--- src/rtl/keypad_pkg.sv ---
// keypad_pkg: shared types and the keymap for the front-panel keypad.
//   scan_state_e : scan FSM states (IDLE, HELD)
//   scan_res_e   : classification of one full keypad scan (NONE, ONE, MULTI)
//   KEY_*        : codes of the keys that edit the entry value
//   key_map()    : (row, col) -> key code
package keypad_pkg;

    typedef enum logic {IDLE, HELD} scan_state_e;

    typedef enum logic [1:0] {NONE, ONE, MULTI} scan_res_e;

    localparam logic [3:0] KEY_BACK  = 4'hB;
    localparam logic [3:0] KEY_CLEAR = 4'hC;
    localparam logic [3:0] KEY_ENTER = 4'hE;

    function automatic logic [3:0] key_map(input logic [1:0] r, input logic [1:0] c);
        logic [3:0] code;
        case ({r, c})
            4'h0: code = 4'h1;
            4'h1: code = 4'h2;
            4'h2: code = 4'h3;
            4'h3: code = 4'hA;
            4'h4: code = 4'h4;
            4'h5: code = 4'h5;
            4'h6: code = 4'h6;
            4'h7: code = 4'hB;
            4'h8: code = 4'h7;
            4'h9: code = 4'h8;
            4'hA: code = 4'h9;
            4'hB: code = 4'hC;
            4'hC: code = 4'h0;
            4'hD: code = 4'hF;
            4'hE: code = 4'hE;
            default: code = 4'hD;
        endcase
        return code;
    endfunction

endpackage

--- src/rtl/keypad_entry.sv ---
// keypad_entry: decimal accumulator behind the keypad.
//   clk, rst_n   : clock, async active-low reset
//   key_valid    : key event strobe (registered here on the same edge the
//                  scanner registers its own key_valid)
//   key_code     : code of that event
//   value        : live entry value 0..9999, zero-extended
//   entry_valid  : one-cycle pulse when ENTER is accepted
//   entry_value  : value captured at the last ENTER
module keypad_entry
    import keypad_pkg::*;
(
    input  logic        clk,
    input  logic        rst_n,
    input  logic        key_valid,
    input  logic [3:0]  key_code,
    output logic [31:0] value,
    output logic        entry_valid,
    output logic [31:0] entry_value
);

    logic [13:0] value_q, value_d;
    logic [13:0] entry_q;
    logic        entry_valid_q;
    logic [17:0] shifted;

    always_comb begin
        shifted = 18'(value_q) * 18'd10 + 18'(key_code);
        value_d = value_q;
        if (key_valid) begin
            if (key_code <= 4'd9) begin
                value_d = 14'(shifted % 18'd10000);
            end else if (key_code == KEY_BACK) begin
                value_d = value_q / 14'd10;
            end else if (key_code == KEY_CLEAR) begin
                value_d = '0;
            end
        end
    end

    always_ff @(posedge clk or negedge rst_n) begin
        if (!rst_n) begin
            value_q       <= '0;
            entry_q       <= '0;
            entry_valid_q <= 1'b0;
        end else begin
            value_q       <= value_d;
            entry_valid_q <= key_valid && (key_code == KEY_ENTER);
            if (key_valid && (key_code == KEY_ENTER)) begin
                entry_q <= value_q;
            end
        end
    end

    assign value       = {18'b0, value_q};
    assign entry_valid = entry_valid_q;
    assign entry_value = {18'b0, entry_q};

endmodule

--- src/rtl/keypad_scan.sv ---
// keypad_scan: 4x4 keypad scanner, debouncer and entry front end.
//   clk, rst_n   : clock, async active-low reset
//   row          : keypad rows, active low, asynchronous
//   col          : column drive, one-cold
//   key_valid    : one-cycle pulse per accepted key event
//   key_code     : code of the last accepted key
//   value        : live entry value
//   entry_valid  : pulse on ENTER
//   entry_value  : value latched at the last ENTER
// Build option: define KEYPAD_AUTOREPEAT_EN to repeat a held key every
// REPEAT_SCANS scans.
//
// state | meaning
// IDLE  | no key held; debouncing a candidate ONE(code) press
// HELD  | key accepted; debouncing the release (NONE scans)
module keypad_scan
    import keypad_pkg::*;
#(
    parameter int SCAN_TICKS     = 100000,
    parameter int DEBOUNCE_SCANS = 4,
    parameter int REPEAT_SCANS   = 50
) (
    input  logic        clk,
    input  logic        rst_n,
    input  logic [3:0]  row,
    output logic [3:0]  col,
    output logic        key_valid,
    output logic [3:0]  key_code,
    output logic [31:0] value,
    output logic        entry_valid,
    output logic [31:0] entry_value
);

    localparam int TW = (SCAN_TICKS > 1) ? $clog2(SCAN_TICKS) : 1;
    // One width for the debounce and repeat counters, large enough for either.
    localparam int CW = $clog2(((DEBOUNCE_SCANS > REPEAT_SCANS) ? DEBOUNCE_SCANS
                                                                 : REPEAT_SCANS) + 1);
    localparam logic [TW-1:0] TICK_LAST = TW'(SCAN_TICKS - 1);
    localparam logic [CW-1:0] DB_N      = CW'(DEBOUNCE_SCANS);
`ifdef KEYPAD_AUTOREPEAT_EN
    localparam logic [CW-1:0] REP_N     = CW'(REPEAT_SCANS);
`endif

    logic [3:0]    row_meta_q, row_sync_q;
    logic [TW-1:0] tick_q;
    logic [1:0]    col_idx_q;
    logic [1:0]    hits_q, hits_d;
    logic [3:0]    acc_code_q, acc_code_d;
    logic          scan_done_q;
    scan_res_e     scan_res_q, res_d;
    logic [3:0]    scan_code_q;
    logic [2:0]    n_low, hits_sum;
    logic [1:0]    first_r;

    scan_state_e   state_q;
    logic [CW-1:0] db_cnt_q, match_cnt;
    logic [3:0]    cand_q;
    logic          key_valid_q, fire;
    logic [3:0]    key_code_q;
`ifdef KEYPAD_AUTOREPEAT_EN
    logic [CW-1:0] rep_cnt_q;
`endif

    assign col = ~(4'b0001 << col_idx_q);

    // Fold the current column into the running scan: hits saturates at 2
    // (MULTI), the code is only kept while exactly one key has been seen.
    always_comb begin
        n_low   = '0;
        first_r = '0;
        for (int r = 3; r >= 0; r--) begin
            if (!row_sync_q[r]) begin
                n_low   = n_low + 3'd1;
                first_r = 2'(r);
            end
        end
        hits_sum   = {1'b0, hits_q} + n_low;
        hits_d     = (hits_sum > 3'd2) ? 2'd2 : hits_sum[1:0];
        acc_code_d = (hits_q == 2'd0 && n_low == 3'd1) ? key_map(first_r, col_idx_q)
                                                        : acc_code_q;
        res_d      = (hits_d == 2'd0) ? NONE : ((hits_d == 2'd1) ? ONE : MULTI);
    end

    always_ff @(posedge clk or negedge rst_n) begin
        if (!rst_n) begin
            row_meta_q  <= 4'hF;
            row_sync_q  <= 4'hF;
            tick_q      <= '0;
            col_idx_q   <= '0;
            hits_q      <= '0;
            acc_code_q  <= '0;
            scan_done_q <= 1'b0;
            scan_res_q  <= NONE;
            scan_code_q <= '0;
        end else begin
            row_meta_q  <= row;
            row_sync_q  <= row_meta_q;
            scan_done_q <= 1'b0;
            if (tick_q == '0) begin
                tick_q    <= TICK_LAST;
                col_idx_q <= col_idx_q + 2'd1;
                if (col_idx_q == 2'd3) begin
                    scan_done_q <= 1'b1;
                    scan_res_q  <= res_d;
                    scan_code_q <= acc_code_d;
                    hits_q      <= '0;
                    acc_code_q  <= '0;
                end else begin
                    hits_q     <= hits_d;
                    acc_code_q <= acc_code_d;
                end
            end else begin
                tick_q <= tick_q - TW'(1);
            end
        end
    end

    // Event decode: shared by the FSM and the accumulator so both update on
    // the same edge.
    always_comb begin
        match_cnt = (db_cnt_q != '0 && cand_q == scan_code_q) ? db_cnt_q + CW'(1) : CW'(1);
        fire      = 1'b0;
        if (scan_done_q && scan_res_q == ONE) begin
            if (state_q == IDLE && match_cnt == DB_N) begin
                fire = 1'b1;
            end
`ifdef KEYPAD_AUTOREPEAT_EN
            if (state_q == HELD && scan_code_q == key_code_q && rep_cnt_q + CW'(1) == REP_N) begin
                fire = 1'b1;
            end
`endif
        end
    end

    always_ff @(posedge clk or negedge rst_n) begin
        if (!rst_n) begin
            state_q     <= IDLE;
            db_cnt_q    <= '0;
            cand_q      <= '0;
            key_valid_q <= 1'b0;
            key_code_q  <= '0;
`ifdef KEYPAD_AUTOREPEAT_EN
            rep_cnt_q   <= '0;
`endif
        end else begin
            key_valid_q <= fire;
            if (fire) begin
                key_code_q <= scan_code_q;
            end
            if (scan_done_q) begin
                case (state_q)
                    IDLE: begin
                        if (scan_res_q == ONE) begin
                            cand_q <= scan_code_q;
                            if (fire) begin
                                state_q  <= HELD;
                                db_cnt_q <= '0;
                            end else begin
                                db_cnt_q <= match_cnt;
                            end
                        end else begin
                            db_cnt_q <= '0;
                        end
`ifdef KEYPAD_AUTOREPEAT_EN
                        rep_cnt_q <= '0;
`endif
                    end
                    default: begin
                        if (scan_res_q == NONE) begin
                            if (db_cnt_q + CW'(1) == DB_N) begin
                                state_q  <= IDLE;
                                db_cnt_q <= '0;
                            end else begin
                                db_cnt_q <= db_cnt_q + CW'(1);
                            end
                        end else begin
                            db_cnt_q <= '0;
                        end
`ifdef KEYPAD_AUTOREPEAT_EN
                        if (scan_res_q == ONE && scan_code_q == key_code_q) begin
                            rep_cnt_q <= fire ? '0 : rep_cnt_q + CW'(1);
                        end else begin
                            rep_cnt_q <= '0;
                        end
`endif
                    end
                endcase
            end
        end
    end

    assign key_valid = key_valid_q;
    assign key_code  = key_code_q;

    keypad_entry u_entry (
        .clk         (clk),
        .rst_n       (rst_n),
        .key_valid   (fire),
        .key_code    (scan_code_q),
        .value       (value),
        .entry_valid (entry_valid),
        .entry_value (entry_value)
    );

endmodule

--- config.mk ---
export PLATFORM = sky130hd
export DESIGN_NAME = keypad_scan
export DESIGN_NICKNAME = d
export VERILOG_FILES = /design/src/rtl/keypad_pkg.sv /design/src/rtl/keypad_entry.sv /design/src/rtl/keypad_scan.sv
export SDC_FILE = /design/constraint.sdc
export NUM_CORES = 1
export LEC_CHECK = 0
export ABC_AREA = 1
export BUFFER_PORTS_ARGS = -buffer_cell sky130_fd_sc_hd__buf_2
export CAP_MARGIN = 30
export CELL_PAD_IN_SITES_DETAIL_PLACEMENT = 2
export CELL_PAD_IN_SITES_GLOBAL_PLACEMENT = 2
export CORE_UTILIZATION = 34
export CTS_CLUSTER_SIZE = 20
export DETAILED_ROUTE_END_ITERATION = 12
export PLACE_DENSITY_LB_ADDON = 0.3
export SLEW_MARGIN = 30
export SYNTH_ARGS = -nofsm -noshare
export SYNTH_HDL_FRONTEND = slang
export SYNTH_SLANG_ARGS = --single-unit
export TNS_END_PERCENT = 1
--- constraint.sdc ---
create_clock -name clk -period 7.05 [get_ports clk]
set_input_delay 0.3525 -clock clk [delete_from_list [all_inputs] [get_ports clk]]
set_output_delay 0.3525 -clock clk [all_outputs]
set_load 0.005 [all_outputs]
==> summary.md <==
| Metric | Value |
|---|---|
| Count leader, synth | `nand2_1` |
| Final-report hold violation count | `0` |
| Synth top area cells | `dfrtp_1, nand2_1, inv_1` |
| First-pass GRT wire length | `41.8 mm` |
| Worst-path clk slew | `70 ps` |
| Num rows | `56` |
| Maxcap violations | `0` |
| Longest Clk Path Bufs | `2` |
| CTS buffer count | `9` |
| DRT Pass-1 Iters | `4` |
| Vias in the first global route | `8478` |
| Avg Cell Area, Syn | `6.57 um2` |
| Seq pwr share | `47.1%` |
| # setup viols final | `0` |
| Synthesized area | `8110 um2` |
| Post-synthesis register bit count | `85` |
| Drt initial violations | `202` |
| Die area | `24500 um2` |
| Fill cell count | `2898` |
| Initial core utilization | `34.6%` |
| Total chip power | `1.05 mW` |
| CP most frequent cell | `nand2_1` |
| Crit path time final | `6620 ps` |
| P_sw | `0.255 mW` |
| Sw Ratio | `24.4%` |
| Die H | `156 um` |
| Sequential share of the synthesized area | `26.4%` |
| Leakage power | `5.22 nW` |
| Main synth FF type | `dfrtp_1` |
| Status | `complete, no violations` |
| Max Freq | `151 MHz` |
| CP Class | `flip-flop to flip-flop` |
| Clock root buffer master | `clkbuf_16` |
| Max-slew headroom | `40.1%` |
| Vias | `8193` |
| Routability cong. | `0.804` |
| Worst Path Required | `7280 ps` |
| DRT antenna net count | `0` |
| Largest net degree at the start of global routing | `61` |
| Top-area cell type share of the netlist area | `23.8%` |
| Power Density | `114 nW/um2` |
| Max incr delay on CP | `480 ps` |
| Ys Warns | `0` |
| H-Tree Depth | `3` |
| Drt drc | `0` |
| Average wire per standard cell | `16.1 um` |
| I/O pin total | `80` |
| Clk_skew | `9.36 ps` |
| Max-slew violations | `0` |
| Combinational share of power | `3.4%` |
| Crit path arrival time | `6850 ps` |
| Number of distinct library cells after synthesis | `52` |
| Crit end category | `flip-flop` |
| Crit path launch type | `flip-flop` |
| Ys async rst share | `100%` |
| Area Overhead vs Synth | `13.7%` |
| Die W | `156 um` |
| Initial antenna violation count | `0` |
| Cell type with the largest total area after synthesis | `dfrtp_1` |
| Layout cells sized above 1 | `16.1%` |
| Final global-route overflow total | `0` |
| Sink Count | `85` |
| Max FO, Critical Path | `12` |
| Layout Utilization | `39.4%` |
| Layout net count | `1359` |
| CTS tree | `yes` |
| Worst vdd ir | `0.000100 V` |
| Port-buffer cells | `43` |
| Worst slew pin tran | `891 ps` |
| Total GRT Usage | `21.4%` |
| Vias per inst | `5.01` |
| Post-Route WL | `26.3 mm` |
| # diodes | `0` |
| Post-Synthesis Cells | `1234` |
| Most frequent cells after synthesis | `nand2_1, inv_1, nand3_1` |
| Internal power | `0.792 mW` |
| Worst-skew pair later-pin latency | `360 ps` |
| Clk pwr share | `49.5%` |
| Hold/Removal Path Class | `input pin to flip-flop` |
| Final period util | `93.9%` |
| Core Region | `23400 um2` |
| Number of flops mapped to enable cells by yosys | `0` |
| Slowest CP cell | `dfrtp_1` |
| Hpwl dp | `20.6 mm` |
## power by group through the flow
stage	combinational (mW)	sequential [mW]	clock, mW
floorplan	0.0326	0.502	0
global placement	0.0333	0.502	0
detailed placement	0.0357	0.502	0
CTS	0.0364	0.493	0.529
global route	0.0422	0.493	0.546
finish	0.0357	0.493	0.518
## layer usage
layer  vias to the layer above  wire length, um  GRT usage [%]
met5                         -                0              0
met4                         0              332           4.67
met3                        24              552           2.46
met2                        92            13700           39.9
met1                      4044            11700           26.2
li1                       4033                -              -
## final timing paths
check	cells after the start	startpoint	slack, ps	endpoint
hold / removal	1	row[2]	80	row_meta_q[2]
setup reg to reg	44	u_entry.value_q[5]	430	u_entry.value_q[4]
setup / recovery	44	u_entry.value_q[5]	430	u_entry.value_q[4]
hold reg to reg	0	row_meta_q[3]	360	row_sync_q[3]
min in group asynchronous	2	rst_n	430	tick_q[12]
max in group asynchronous	3	rst_n	5430	u_entry.value_q[1]
## kinds of logic (layout without fill, tap and decap cells)
family,count (synthesis),count (layout),share of synthesized area [%]
AOI/OAI and AO/OA,122,123,8.58
xor gates and xnor gates,51,51,5.51
adders and majority gates,43,43,6.91
buffers and inverters,227,269,12.5
DFF,85,85,26.4
muxes,1,1,0.123
other,1,36,0.0463
and+or+nand+nor,704,707,40.0
## registers in the layout (all words and copies together), names as in the netlist
signal,count
acc_code_q,4
state_q,1
u_entry.entry_q,14
u_entry.value_q,14
scan_res_q,2
key_code,4
db_cnt_q,6
hits_q,2
cand_q,4
key_valid,1
col_idx_q,2
row_meta_q,4
tick_q,17
row_sync_q,4
u_entry.entry_valid,1
scan_done_q,1
scan_code_q,4
## final cells by class
| class | instances | area (um2) | area share (%) |
|---|---|---|---|
| well taps | 319 | 399 | 4.33 |
| repair buffers | 72 | 435 | 4.72 |
| multi-input cells | 961 | 5250 | 57.0 |
| clock buffers | 10 | 239 | 2.59 |
| flip-flops and latches | 85 | 2140 | 23.2 |
| inverters | 181 | 679 | 7.37 |
| clock inverters | 6 | 76.3 | 0.828 |
## worst max-delay path, delay by kind of cell, from the launching register on
kind	cells	cell delay [ps]
xor+xnor	1	160
flops	1	480
buf+inv	4	440
simple gates	36	4370
fa+ha+maj	2	800
compound gates	1	240
## per-stage QoR
stage                     hold WS (ps)  cell area [um2]  TNS, ps  instances  worst slack (ps)
after floorplan                   56.9             8240        0       1269              1340
after global placement             281             8580        0       1593               248
after detailed placement           285             8580     -239       1593             -72.9
after CTS                         72.1             8940        0       1612              21.9
after global routing              68.6             9220     -306       1634             -70.0
final                             83.6             9220        0       1634               432
## cells in the final DEF, fill, tap and decap left out, drive strengths merged, types with 3 or more instances in the layout
| master | synthesis | final |
|---|---|---|
| nor2 | 99 | 99 |
| nor4 | 4 | 4 |
| or2 | 5 | 5 |
| o21ai | 77 | 78 |
| xor2 | 35 | 35 |
| nand3b | 3 | 3 |
| clkinv | 3 | 4 |
| clkbuf | 6 | 11 |
| inv | 178 | 182 |
| nand3 | 115 | 115 |
| dfrtp | 77 | 77 |
| o22ai | 6 | 6 |
| a21oi | 21 | 21 |
| ha | 40 | 40 |
| a22oi | 4 | 4 |
| o211ai | 3 | 3 |
| dfstp | 8 | 8 |
| fa | 3 | 3 |
| xnor2 | 16 | 16 |
| nand4 | 44 | 45 |
| buf | 40 | 70 |
| nand2 | 424 | 426 |
| conb | 1 | 36 |
| nor3 | 7 | 7 |
## what timing repair did
action / 4_1_cts / 5_1_grt
cloned: 1 / 3
hold endpoints to repair: 17 / 0
endpoints found under the setup margin: 9 / 10
resized for setup: 2 / 33
buffers inserted: 1 / 19
hold buffers: 1 / 0
pin swaps: 1 / 15
(Power assumes the default switching activity.)
